**src/rtl/butterfly2_dif_inv_if.sv**
```systemverilog
// rtl/butterfly2_dif_inv_if.sv - valid/ready handshake and operand/result bundle for butterfly2_dif_inv
interface butterfly2_dif_inv_if #(
    parameter int N = 16
);
    logic                i_valid;
    logic                o_ready;
    logic signed [N-1:0] i_in0_re;
    logic signed [N-1:0] i_in0_im;
    logic signed [N-1:0] i_in1_re;
    logic signed [N-1:0] i_in1_im;
    logic signed [N-1:0] i_twiddle_re;
    logic signed [N-1:0] i_twiddle_im;
    logic                o_valid;
    logic                i_ready;
    logic signed [N-1:0] o_out0_re;
    logic signed [N-1:0] o_out0_im;
    logic signed [N-1:0] o_out1_re;
    logic signed [N-1:0] o_out1_im;

    modport master (
        output i_valid, i_in0_re, i_in0_im, i_in1_re, i_in1_im,
               i_twiddle_re, i_twiddle_im, i_ready,
        input  o_ready, o_valid, o_out0_re, o_out0_im, o_out1_re, o_out1_im
    );

    modport slave (
        input  i_valid, i_in0_re, i_in0_im, i_in1_re, i_in1_im,
               i_twiddle_re, i_twiddle_im, i_ready,
        output o_ready, o_valid, o_out0_re, o_out0_im, o_out1_re, o_out1_im
    );
endinterface

```
**src/rtl/butterfly2_dif_inv.sv**
```systemverilog
// rtl/butterfly2_dif_inv.sv - 3-stage radix-2 DIF inverse butterfly; BFLY_INV_ROUND_EN selects round-half-up over truncation
module butterfly2_dif_inv #(
    parameter int N     = 16,
    parameter int Q     = 8,
    parameter int SCALE = 1
) (
    input logic               i_clk,
    input logic               i_rst,
    butterfly2_dif_inv_if.slave bus
);

    localparam int SW  = N + 1;
    localparam int PW  = 2 * N + 2;
    localparam int PSH = Q + SCALE;

    function automatic int rnd_of(input int sh);
        if (sh > 0) return 1 << (sh - 1);
        return 0;
    endfunction

`ifdef BFLY_INV_ROUND_EN
    localparam int PROD_RND = rnd_of(PSH);
    localparam int SUM_RND  = rnd_of(SCALE);
`else
    localparam int PROD_RND = 0;
    localparam int SUM_RND  = 0;
`endif

    localparam logic signed [PW-1:0] SAT_MAX = PW'(2 ** (N - 1) - 1);
    localparam logic signed [PW-1:0] SAT_MIN = ~SAT_MAX;

    function automatic logic signed [N-1:0] sat(input logic signed [PW-1:0] x);
        if (x > SAT_MAX) return SAT_MAX[N-1:0];
        if (x < SAT_MIN) return SAT_MIN[N-1:0];
        return x[N-1:0];
    endfunction

    logic                 en;
    logic                 v1_q, v1_d, v2_q, v2_d, v3_q, v3_d;
    logic signed [SW-1:0] sr1_q, sr1_d, si1_q, si1_d, dr1_q, dr1_d, di1_q, di1_d;
    logic signed [N-1:0]  wr1_q, wr1_d, wi1_q, wi1_d;
    logic signed [SW-1:0] sr2_q, sr2_d, si2_q, si2_d;
    logic signed [PW-1:0] prr2_q, prr2_d, pii2_q, pii2_d, pir2_q, pir2_d, pri2_q, pri2_d;
    logic signed [N-1:0]  out0_re_q, out0_re_d, out0_im_q, out0_im_d;
    logic signed [N-1:0]  out1_re_q, out1_re_d, out1_im_q, out1_im_d;
    logic signed [PW-1:0] re_full, im_full, s_re_full, s_im_full;

    always_comb begin
        en = ~v3_q | bus.i_ready;

        // conj(w) folds into the sign pattern: re = dr*wr + di*wi, im = di*wr - dr*wi
        re_full   = prr2_q + pii2_q + PW'(PROD_RND);
        im_full   = pir2_q - pri2_q + PW'(PROD_RND);
        s_re_full = PW'(sr2_q) + PW'(SUM_RND);
        s_im_full = PW'(si2_q) + PW'(SUM_RND);

        v1_d = v1_q;  v2_d = v2_q;  v3_d = v3_q;
        sr1_d = sr1_q; si1_d = si1_q; dr1_d = dr1_q; di1_d = di1_q;
        wr1_d = wr1_q; wi1_d = wi1_q;
        sr2_d = sr2_q; si2_d = si2_q;
        prr2_d = prr2_q; pii2_d = pii2_q; pir2_d = pir2_q; pri2_d = pri2_q;
        out0_re_d = out0_re_q; out0_im_d = out0_im_q;
        out1_re_d = out1_re_q; out1_im_d = out1_im_q;

        if (en) begin
            v1_d  = bus.i_valid;
            sr1_d = SW'(bus.i_in0_re) + SW'(bus.i_in1_re);
            si1_d = SW'(bus.i_in0_im) + SW'(bus.i_in1_im);
            dr1_d = SW'(bus.i_in0_re) - SW'(bus.i_in1_re);
            di1_d = SW'(bus.i_in0_im) - SW'(bus.i_in1_im);
            wr1_d = bus.i_twiddle_re;
            wi1_d = bus.i_twiddle_im;

            v2_d   = v1_q;
            sr2_d  = sr1_q;
            si2_d  = si1_q;
            prr2_d = PW'(dr1_q) * PW'(wr1_q);
            pii2_d = PW'(di1_q) * PW'(wi1_q);
            pir2_d = PW'(di1_q) * PW'(wr1_q);
            pri2_d = PW'(dr1_q) * PW'(wi1_q);

            v3_d      = v2_q;
            out0_re_d = sat(s_re_full >>> SCALE);
            out0_im_d = sat(s_im_full >>> SCALE);
            out1_re_d = sat(re_full >>> PSH);
            out1_im_d = sat(im_full >>> PSH);
        end
    end

    always_ff @(posedge i_clk or posedge i_rst) begin
        if (i_rst) begin
            v1_q <= 1'b0; v2_q <= 1'b0; v3_q <= 1'b0;
            sr1_q <= '0; si1_q <= '0; dr1_q <= '0; di1_q <= '0;
            wr1_q <= '0; wi1_q <= '0;
            sr2_q <= '0; si2_q <= '0;
            prr2_q <= '0; pii2_q <= '0; pir2_q <= '0; pri2_q <= '0;
            out0_re_q <= '0; out0_im_q <= '0; out1_re_q <= '0; out1_im_q <= '0;
        end else begin
            v1_q <= v1_d; v2_q <= v2_d; v3_q <= v3_d;
            sr1_q <= sr1_d; si1_q <= si1_d; dr1_q <= dr1_d; di1_q <= di1_d;
            wr1_q <= wr1_d; wi1_q <= wi1_d;
            sr2_q <= sr2_d; si2_q <= si2_d;
            prr2_q <= prr2_d; pii2_q <= pii2_d; pir2_q <= pir2_d; pri2_q <= pri2_d;
            out0_re_q <= out0_re_d; out0_im_q <= out0_im_d;
            out1_re_q <= out1_re_d; out1_im_q <= out1_im_d;
        end
    end

    assign bus.o_ready   = en;
    assign bus.o_valid   = v3_q;
    assign bus.o_out0_re = out0_re_q;
    assign bus.o_out0_im = out0_im_q;
    assign bus.o_out1_re = out1_re_q;
    assign bus.o_out1_im = out1_im_q;

endmodule
```
**src/flat_wrapper.sv**
```systemverilog
// flat-port wrapper written by rule: the top's interface ports become plain ports
module butterfly2_dif_inv_flat 
#(
    parameter int N     = 16,
    parameter int Q     = 8,
    parameter int SCALE = 1
)
  (i_clk, i_rst, bus_i_valid, bus_i_in0_re, bus_i_in0_im, bus_i_in1_re, bus_i_in1_im, bus_i_twiddle_re, bus_i_twiddle_im, bus_i_ready, bus_o_ready, bus_o_valid, bus_o_out0_re, bus_o_out0_im, bus_o_out1_re, bus_o_out1_im);
  butterfly2_dif_inv_if #(.N(N)) bus_i ();
  input logic i_clk;
  input logic i_rst;
  input wire logic [$bits(bus_i.i_valid)-1:0] bus_i_valid;
  input wire logic [$bits(bus_i.i_in0_re)-1:0] bus_i_in0_re;
  input wire logic [$bits(bus_i.i_in0_im)-1:0] bus_i_in0_im;
  input wire logic [$bits(bus_i.i_in1_re)-1:0] bus_i_in1_re;
  input wire logic [$bits(bus_i.i_in1_im)-1:0] bus_i_in1_im;
  input wire logic [$bits(bus_i.i_twiddle_re)-1:0] bus_i_twiddle_re;
  input wire logic [$bits(bus_i.i_twiddle_im)-1:0] bus_i_twiddle_im;
  input wire logic [$bits(bus_i.i_ready)-1:0] bus_i_ready;
  output wire logic [$bits(bus_i.o_ready)-1:0] bus_o_ready;
  output wire logic [$bits(bus_i.o_valid)-1:0] bus_o_valid;
  output wire logic [$bits(bus_i.o_out0_re)-1:0] bus_o_out0_re;
  output wire logic [$bits(bus_i.o_out0_im)-1:0] bus_o_out0_im;
  output wire logic [$bits(bus_i.o_out1_re)-1:0] bus_o_out1_re;
  output wire logic [$bits(bus_i.o_out1_im)-1:0] bus_o_out1_im;
  assign bus_i.i_valid = bus_i_valid;
  assign bus_i.i_in0_re = bus_i_in0_re;
  assign bus_i.i_in0_im = bus_i_in0_im;
  assign bus_i.i_in1_re = bus_i_in1_re;
  assign bus_i.i_in1_im = bus_i_in1_im;
  assign bus_i.i_twiddle_re = bus_i_twiddle_re;
  assign bus_i.i_twiddle_im = bus_i_twiddle_im;
  assign bus_i.i_ready = bus_i_ready;
  assign bus_o_ready = bus_i.o_ready;
  assign bus_o_valid = bus_i.o_valid;
  assign bus_o_out0_re = bus_i.o_out0_re;
  assign bus_o_out0_im = bus_i.o_out0_im;
  assign bus_o_out1_re = bus_i.o_out1_re;
  assign bus_o_out1_im = bus_i.o_out1_im;
  butterfly2_dif_inv #(.N(N), .Q(Q), .SCALE(SCALE)) u_core (.i_clk(i_clk), .i_rst(i_rst), .bus(bus_i));
endmodule
```
**config.mk**
```make
export PLATFORM = sky130hd
export DESIGN_NAME = butterfly2_dif_inv_flat
export DESIGN_NICKNAME = d
export VERILOG_FILES = /design/src/rtl/butterfly2_dif_inv_if.sv /design/src/rtl/butterfly2_dif_inv.sv /design/src/flat_wrapper.sv
export SDC_FILE = /design/constraint.sdc
export NUM_CORES = 2
export LEC_CHECK = 0
export ABC_CLOCK_PERIOD_IN_PS = 13800
export BUFFER_PORTS_ARGS = -buffer_cell sky130_fd_sc_hd__buf_4
export CAP_MARGIN = 30
export CORE_MARGIN = 4
export CORE_UTILIZATION = 29
export DETAILED_ROUTE_END_ITERATION = 10
export PLACE_DENSITY_LB_ADDON = 0.08
export RECOVER_POWER = 50
export SETUP_SLACK_MARGIN = 0.2
export SLEW_MARGIN = 20
export SYNTH_ARGS = -nofsm -noshare
export SYNTH_HDL_FRONTEND = slang
export SYNTH_SLANG_ARGS = --single-unit
```
**constraint.sdc**
```tcl
create_clock -name i_clk -period 13.8 [get_ports i_clk]
set_input_delay 0.69 -clock i_clk [delete_from_list [all_inputs] [get_ports i_clk]]
set_output_delay 0.69 -clock i_clk [all_outputs]
set_load 0.02 [all_outputs]
```
==> run_results.csv <==
group,metric,value,unit
run_status,status,"finished with violations",
run_status,violations,"capacitance limit, slew limit",
sta,final-setup-viol-count,0,
routing,drc,0,
clock_network,cts_buffer_depth,3,
finish,fillers,21100,
routing,dr_total_vias,41990,
floorplanning,die_height,457.7,um
grt,grt-ovfl-total,0,
floorplanning,ioPinCount,166,
worst_setup_path,end_kind,"flop",
logic_synthesis,yosys.area.top_type_share,37.83,%
place,gp_congestion,0.7769,
worst_setup_path,crit_chain,"buf_4, nand2_1, fa_1, fa_1, fa_1, inv_1, fa_1, fa_1, inv_1, fa_1, inv_1, ha_1, a21oi_1, o21ai_0, a21o_1, o21a_1, o31a_1, a31o_2, a2111oi_0, o21ai_0, a31oi_1, xnor2_1, o21ai_0",
worst_setup_path,crit_type,"flop to flop",
logic_synthesis,synthCells,6569,
logic_synthesis,ys_ff_latch,329,
worst_setup_path,crit_path_start_kind,"flop",
sta,rsz0062_at_grt,"no",
finish,fin_util,32.04,%
clock_network,cts_inserted_buffers,47,
logic_synthesis,synth-async-reset-ratio,100.0,%
clock_network,clkTransAtPathRegs,60,ps
clock_network,post_cts_buffers,0,
logic_synthesis,synth_top_area_cell,"fa_1",
sta,period_share,55.91,%
sta,clock.fmax,0.1296,GHz
floorplanning,dieWidth,457.7,um
clock_network,h-tree-depth,2,
logic_synthesis,synth_ff_type,"dfrtp_1",
grt,grt_max_degree,120,
worst_setup_path,crit_fanout,24,
worst_setup_path,cp.arrival,8000,ps
sta,max_slew.worst_pin.slew,5958,ps
floorplanning,row_count,164,
clock_network,hold_buffers,0,
clock_network,cts_resized,0,
logic_synthesis,synth_top_cells_by_area,"fa_1 (38%), dfrtp_1 (14%), ha_1 (9.9%)",
sta,hold_violations,0,
routing,firstDrtPassIters,5,
clock_network,clock_sinks,329,
floorplanning,die_area,209500,um^2
clock_network,cts_root_buffer,"clkbuf_16",
min_path,min_path_type,"primary input to flop",
sta,maxSlewViolCount,603,
routing,avgRoutedWirePerCell,18.92,um
floorplanning,start_util,29.25,%
sta,slew_headroom,-297.2,%
finish,drive_gt1_share,5.270,%
logic_synthesis,yosysSeqAreaShare,14.04,%
sta,skew,21.54,ps
finish,final_common_cell,"inv_1",
place,portBuffers,165,
grt,grt_pass1_vias,46350,
place,dp_hpwl,135100,um
routing,viasPerCell,4.534,
worst_setup_path,cp.buffers_inverters,4,
routing,wl,175200,um
clock_network,cts_tree,"done",
run,cap_violations,8,
worst_setup_path,crit_path_top_delay_cell,"a2111oi_0",
worst_setup_path,crit_family,"adder cells",
grt,grt_pass1_wl,281400,um
logic_synthesis,synth_nets,8241,
sta,min_period,7715,ps
worst_setup_path,critPathMaxStageDelay,700,ps
routing,postRouteAntennaNets,0,
worst_setup_path,worstPathRequired,14080,ps
routing,drt_iter0_markers,2125,
grt,track_usage,17.19,%
logic_synthesis,synth.avg_cell_area,8.927,um^2
finish,syn_to_final_growth,9.551,%
logic_synthesis,synth_cell_types,74,
logic_synthesis,yosys_warnings,0,
floorplanning,coreArea,200500,um^2
grt,grt_antenna_before_repair,7,
finish,layout_common_cells,"inv_1 (1,343), fa_1 (1,108), nand2_1 (1,015)",
logic_synthesis,syn_area,58640,um^2
finish,nets,8237,
sta,setup_tns,0,ps
logic_synthesis,synth_edf_count,0,
clock_network,clk-insertion-delay-late,640,ps
worst_setup_path,cp_common_cell,"fa_1",
-- registers in the layout, summed over array words and instances, names as in the netlist, 16 cells and up --
name and flops:
u_core.pii2_q 33, u_core.pir2_q 33, u_core.pri2_q 33, u_core.prr2_q 33, u_core.di1_q 17, u_core.dr1_q 17, u_core.bus.o_out0_im 16, u_core.bus.o_out0_re 16
u_core.bus.o_out1_im 16, u_core.bus.o_out1_re 16, u_core.si1_q 16, u_core.si2_q 16, u_core.sr1_q 16, u_core.sr2_q 16, u_core.wi1_q 16, u_core.wr1_q 16
-- worst paths after layout --
kind	from	to	slack, ps	cells past startpoint
min reg2reg	u_core.pri2_q[0]$_DFFE_PP0P_	u_core.pri2_q[0]$_DFFE_PP0P_	460	2
max in group asynchronous	i_rst	u_core.wr1_q[6]$_DFFE_PP0P_	6790	3
max	u_core.dr1_q[9]$_DFFE_PP0P_	u_core.pri2_q[32]$_DFFE_PP0P_	6080	23
max reg2reg	u_core.dr1_q[9]$_DFFE_PP0P_	u_core.pri2_q[32]$_DFFE_PP0P_	6080	23
min	bus_i_twiddle_im[11]	u_core.wi1_q[11]$_DFFE_PP0P_	240	3
min in group asynchronous	i_rst	u_core.bus.o_out0_re[1]$_DFFE_PP0P_	1730	2
-- metal layers --
metal / GRT usage, % / vias to the layer above / routed length (um)
met4: 3.013 / 0 / 2982
met2: 28.57 / 565 / 82450
li1: - / 19870 / -
met3: 1.748 / 135 / 5361
met1: 24.52 / 21430 / 84430
met5: 0 / - / 0
-- worst register-to-register path: stages (launching register included) --
cell	delay, ps
dfrtp_1	610
buf_4	470
nand2_1	160
fa_1	510
fa_1	540
fa_1	530
inv_1	60
fa_1	500
fa_1	510
inv_1	50
fa_1	480
inv_1	40
ha_1	340
a21oi_1	160
o21ai_0	90
a21o_1	190
o21a_1	190
o31a_1	310
a31o_2	270
a2111oi_0	700
o21ai_0	210
a31oi_1	230
xnor2_1	130
o21ai_0	80
-- area by class of cell --
cell class                 count  area [um^2]  share of cell area, %
multi-input combinational   4597        44220                  68.84
clock buffer                  64         1361                  2.119
tap                         2656         3323                  5.173
antenna                        2        5.005               0.007791
clock inverter                23        276.5                 0.4304
inverter                    1346         5055                  7.869
sequential                   329         8250                  12.84
timing repair buffer         244         1747                  2.719
-- synthesized netlist by cell type (all sizes together) (40+ instances only) --
cell / number
inv: 1345
fa: 1108
nand2: 1015
and2: 508
ha: 464
dfrtp: 329
clkbuf: 287
nor2: 269
a21oi: 247
o21ai: 178
xnor2: 129
a21o: 77
xor2: 74
nand2b: 49
nor3: 40
-- through the flow --
stage | setup slack (ps) | area, um^2 | hold slack (ps) | std cells
final | 6085 | 64240 | 239.4 | 9261
after floorplan | 3999 | 58640 | 430.0 | 6569
after global routing | 5476 | 64240 | 221.4 | 9260
after global placement | 6195 | 62720 | 441.4 | 9171
after detailed placement | 6252 | 62720 | 453.1 | 9171
after CTS | 6184 | 64360 | 179.0 | 9258
-- logic make-up after synthesis --
family	synth area share, %
simple gates	16.47
buf+inv	10.55
fa+ha+maj	47.73
compound gates	8.057
flops	14.04
xor+xnor	3.032
mux	0.1238
Power is left out: the tool's default activity adds up to more than one toggle a clock period on the data nets, which glitch-free logic cannot reach.
